[config.mk]
export PLATFORM = sky130hd
export DESIGN_NAME = sdram_frame_reader
export DESIGN_NICKNAME = d
export VERILOG_FILES = /design/src/rtl/sdram_frame_reader.sv
export SDC_FILE = /design/constraint.sdc
export NUM_CORES = 1
export LEC_CHECK = 0
export CAP_MARGIN = 20
export CORE_MARGIN = 4
export CORE_UTILIZATION = 43
export DETAILED_ROUTE_END_ITERATION = 12
export HOLD_SLACK_MARGIN = 0.05
export PLACE_DENSITY_LB_ADDON = 0.15
export SYNTH_ARGS = -nofsm -noshare
export SYNTH_HDL_FRONTEND = slang
export SYNTH_SLANG_ARGS = --single-unit
[constraint.sdc]
create_clock -name CLK -period 2.1 [get_ports CLK]
set_input_delay 0.525 -clock CLK [delete_from_list [all_inputs] [get_ports CLK]]
set_output_delay 0.525 -clock CLK [all_outputs]
set_load 0.005 [all_outputs]
[src/rtl/sdram_frame_reader.sv]
// Read-side frame client for one SDRAM controller FIFO port: reloads the port at
// frame start, prefills, then turns raster pixel demand into FIFO reads with fill on underflow.
module sdram_frame_reader #(
  parameter int              DSIZE         = 16,
  parameter int              ASIZE         = 22,
  parameter int              FRAME_BASE    = 0,
  parameter int              FRAME_MAX     = 640 * 480,
  parameter int              BURST_LEN     = 256,
  parameter int              H_ACTIVE      = 640,
  parameter int              V_ACTIVE      = 480,
  parameter int              LOAD_CYCLES   = 4,
  parameter int              PREFILL_LEVEL = 128,
  parameter logic [DSIZE-1:0] FILL_PIXEL   = '0
) (
  input  logic             CLK,
  input  logic             RESET_N,
  input  logic             iFRAME_START,
  input  logic             iPIX_REQ,
  input  logic             iCLR_ERR,
  input  logic [DSIZE-1:0] RD_DATA,
  input  logic             RD_EMPTY,
  input  logic [8:0]       RD_USE,
  output logic             RD,
  output logic             RD_LOAD,
  output logic [ASIZE-1:0] RD_ADDR,
  output logic [ASIZE-1:0] RD_MAX_ADDR,
  output logic [8:0]       RD_LENGTH,
  output logic [DSIZE-1:0] oPIX_DATA,
  output logic             oPIX_VALID,
  output logic [9:0]       oX,
  output logic [9:0]       oY,
  output logic             oFRAME_DONE,
  output logic             oUNDERFLOW,
  output logic [15:0]      oUFL_CNT
);

  typedef enum logic [2:0] {IDLE, LOAD, PREFILL, STREAM, DONE} state_t;

  localparam int         LCW       = (LOAD_CYCLES > 1) ? $clog2(LOAD_CYCLES) : 1;
  localparam logic [LCW-1:0] LOAD_LAST = LCW'(LOAD_CYCLES - 1);
  localparam logic [9:0] X_LAST    = 10'(H_ACTIVE - 1);
  localparam logic [9:0] Y_LAST    = 10'(V_ACTIVE - 1);

  state_t         state, state_nxt;
  logic [LCW-1:0] load_cnt;
  logic           accept, in_stream, adv, ufl, x_last, frame_last;
  logic           req_d1, tag_d1;

  assign RD_ADDR     = ASIZE'(FRAME_BASE);
  assign RD_MAX_ADDR = ASIZE'(FRAME_MAX);
  assign RD_LENGTH   = 9'(BURST_LEN);

  // A frame start swallows any coincident request: it gets a fill pixel and nothing else.
  assign accept     = iPIX_REQ & ~iFRAME_START;
  assign in_stream  = (state == STREAM);
  assign adv        = in_stream & accept;
  assign RD         = adv & ~RD_EMPTY;
  assign RD_LOAD    = (state == LOAD);
  assign ufl        = accept & ((in_stream & RD_EMPTY) | (state == LOAD) | (state == PREFILL));
  assign x_last     = (oX == X_LAST);
  assign frame_last = adv & x_last & (oY == Y_LAST);

  // NOTE: every always_comb output gets a default first so no path leaves it unassigned (no latch).
  always_comb begin
    state_nxt = state;
    if (iFRAME_START) begin
      state_nxt = LOAD;
    end else begin
      case (state)
        LOAD:    if (load_cnt == LOAD_LAST)            state_nxt = PREFILL;
        PREFILL: if (RD_USE >= 9'(PREFILL_LEVEL))      state_nxt = STREAM;
        STREAM:  if (frame_last)                       state_nxt = DONE;
        default: state_nxt = state;
      endcase
    end
  end

  // NOTE: sequential state uses non-blocking assignments so all registers sample pre-edge values.
  always_ff @(posedge CLK or negedge RESET_N) begin
    if (!RESET_N) begin
      state       <= IDLE;
      load_cnt    <= '0;
      oX          <= '0;
      oY          <= '0;
      oFRAME_DONE <= 1'b0;
      oUNDERFLOW  <= 1'b0;
      oUFL_CNT    <= '0;
    end else begin
      state       <= state_nxt;
      oFRAME_DONE <= frame_last;

      if (iFRAME_START)          load_cnt <= '0;
      else if (state == LOAD)    load_cnt <= load_cnt + LCW'(1);

      if (iFRAME_START) begin
        oX <= '0;
        oY <= '0;
      end else if (adv) begin
        if (x_last) begin
          oX <= '0;
          oY <= (oY == Y_LAST) ? 10'd0 : oY + 10'd1;
        end else begin
          oX <= oX + 10'd1;
        end
      end

      if (iFRAME_START)                    oUFL_CNT <= '0;
      else if (ufl && oUFL_CNT != 16'hFFFF) oUFL_CNT <= oUFL_CNT + 16'd1;

      // Set beats clear when both land in the same cycle.
      if (ufl)           oUNDERFLOW <= 1'b1;
      else if (iCLR_ERR) oUNDERFLOW <= 1'b0;
    end
  end

  // Fixed two-cycle pixel path; the tag remembers whether a FIFO word was popped for this slot.
  always_ff @(posedge CLK or negedge RESET_N) begin
    if (!RESET_N) begin
      req_d1     <= 1'b0;
      tag_d1     <= 1'b0;
      oPIX_VALID <= 1'b0;
      oPIX_DATA  <= '0;
    end else begin
      req_d1     <= iPIX_REQ;
      tag_d1     <= RD;
      oPIX_VALID <= req_d1;
      oPIX_DATA  <= tag_d1 ? RD_DATA : FILL_PIXEL;
    end
  end

endmodule

==> summary.md <==
| Metric | Value |
|---|---|
| Critical path arrival | `1470 ps` |
| Fillers | `671` |
| Final #Nets | `486` |
| Clock Pin Slew Worst Setup and Hold Paths | `70 ps` |
| Vias per cell | `5.08` |
| Hold Fails Final Rpt | `0` |
| DIE HEIGHT | `96.7 um` |
| Num CTS Buffers | `9` |
| CP Launch Point | `state[2]` |
| Worst clock skew | `9.48 ps` |
| Row count | `32` |
| Synth warn | `0` |
| Worst R2R Path Depth | `10` |
| Period utilization | `0.949` |
| RR Endpoint | `oY[6]` |
| First-pass DRT Iterations | `4` |
| Core area | `7690 sq um` |
| Setup repair after global routing missed its margin | `yes` |
| R2R Setup Slk | `120 ps` |
| Post-synth EDFFs | `0` |
| Crit-path max cell delay | `380 ps` |
| Post-DP HPWL | `5.76 mm` |
| P_leak | `2.03 nW` |
| Layout area overhead | `35.4%` |
| Io pins | `141` |
| Worst vdd ir | `0.395 mV` |
| Fraction of layout cells with a size suffix above 1 | `0.149` |
| Critical path class | `register to primary output` |
| CTS tree | `built` |
| Synth unique cells | `54` |
| Fin crit period | `1990 ps` |
| CP max FO | `2` |
| TNS Setup | `0 ps` |
| DRT Wirelength | `7.91 mm` |
| Worst-case clock buffer depth | `2` |
| Layout Utilization | `0.596` |
| H-tree depth | `3` |
| Ys flop type | `dfrtp_1` |
| Largest net degree at the start of global routing | `39` |
| Final setup vio count | `0` |
| Vias in the first global route | `2772` |
| Fraction of registers with async set/reset | `1.00` |
| Seq cells post-synth | `62` |
| RD Place Congestion | `0.786` |
| Post-Syn Area | `3380 sq um` |
| Via count | `2836` |
| Pre-CTS setup slack | `-377 ps` |
| ANT nets after route | `0` |
| Commonest non-fill, non-tap cell in the layout | `clkdlybuf4s50_1` |
| F_max | `502 MHz` |
| Nature of the critical path endpoint | `primary output` |
| Clk_lat worst skew | `330 ps` |
| Mapped Cells | `337` |
| Crit path to | `RD` |
| Routed WL per cell | `14.2 um` |
| Crit path launch type | `register` |
| Global-route wire length before repair | `13.3 mm` |
| Max cap viols | `0` |
| Synth Area per Inst | `10.0 sq um` |
| Count of pins over their slew limit | `0` |
| CTS Sinks | `62` |
| Most frequent cells in the layout | `75 x clkdlybuf4s50_1, 61 x dfrtp_1, 53 x conb_1` |
| Overflow after GRT | `0` |
| Worst Path Required | `1570 ps` |
| WHS | `354 ps` |
| Drt drc | `0` |
| Antenna violations before repair | `0` |
| Cells along the critical path | `nand4b_1 > nor3_2 > buf_4 > dlygate4sd2_1` |
| Root buf cell | `clkbuf_8` |
| Ant diodes | `0` |
| Critical-path top delay cell | `dfrtp_1` |
| Final worst slack | `107 ps` |
| # port buffers | `80` |
| DIE AREA | `9350 sq um` |
| Chip width | `96.7 um` |
| Status | `finished clean` |
| Register area share after synthesis | `0.458` |
| Power density cells | `606 nW/um^2` |
| Starting density of the core | `0.440` |
| RR Startpoint | `state[2]` |
| Initial DRC Count | `103` |
| Gr usage total | `0.171` |
| Worst hold path type | `register to register` |
-- state kept, by name (all words and copies together), names as in the netlist --
| register | cells |
|---|---|
| load_cnt | 2 |
| oFRAME_DONE | 1 |
| oPIX_DATA | 16 |
| oPIX_VALID | 1 |
| oUFL_CNT | 16 |
| oUNDERFLOW | 1 |
| oX | 10 |
| oY | 10 |
| req_d1 | 1 |
| state | 3 |
| tag_d1 | 1 |
-- cell usage after synthesis (6+ instances only) --
library cell	n	area share
nor2_1	16	0.018
and3_1	7	0.013
clkbuf_1	6	0.0067
a21oi_1	20	0.030
nand2_1	14	0.016
nand3_1	14	0.021
o31ai_1	10	0.022
buf_4	55	0.12
o21ai_0	9	0.013
nand4_1	8	0.015
and2_1	17	0.031
xor2_1	7	0.018
dfrtp_1	62	0.46
o211ai_1	6	0.013
or4_1	12	0.027
-- critical path: cells and delay by family, from the launching register on --
family | cells | cell delay, ps
flops | 1 | 380
buf+inv | 2 | 370
simple gates | 2 | 380
-- per-stage QoR --
stage                     cell area [sq um]  cells  power (W)
after floorplan                        3580    388    0.00155
after global routing                   4580    558    0.00294
after global placement                 4270    532    0.00170
after CTS                              4550    557    0.00281
final                                  4580    558    0.00278
after detailed placement               4270    532    0.00171
-- per-layer routing --
layer  vias to the layer above  wire length (um)  track usage
met2                        82              3990        0.288
met5                         -                 0            0
met3                        11               580       0.0497
met1                      1389              3230        0.207
met4                         0               111       0.0616
li1                       1354                 -            -
-- power breakdown --
group          switching [W]  internal [W]  total [W]
combinational       0.000215      0.000246   0.000461
clock               0.000491      0.000549    0.00104
sequential         0.0000352       0.00124    0.00128
-- worst min-delay path by stage --
stage	to	start	depth (start not counted)	slack (ps)
after floorplan	load_cnt[0]	RESET_N	0	230
after global placement	oPIX_VALID	req_d1	0	350
after detailed placement	oPIX_VALID	req_d1	0	340
after CTS	oPIX_VALID	req_d1	0	360
after global routing	oPIX_VALID	req_d1	0	380
final	oPIX_VALID	req_d1	0	350
-- what timing repair did --
action,4_1_cts,5_1_grt
resized for setup,9,4
setup buffers,8,2
pin swaps,1,4
hold buffers,1,0
setup endpoints to repair,3,7
endpoints found under the hold margin,6,0
-- final cells by class --
class,instances,area [sq um],area share
Inverter,5,18.8,0.00410
Multi-Input combinational cell,255,1580,0.344
Sequential cell,62,1550,0.339
Clock inverter,7,75.1,0.0164
Clock buffer,9,124,0.0270
Timing Repair Buffer,118,1110,0.242
Tap cell,102,128,0.0278
-- logic make-up after synthesis --
family	synth area share
AND/OR/NAND/NOR	0.223
adder cells (fa/ha/maj)	0.0148
buffers and inverters	0.143
AO/OA/AOI/OAI	0.128
flip-flops	0.458
XOR/XNOR	0.0207
multiplexers	0.00961
other	0.00222
(Power assumes the default switching activity.)
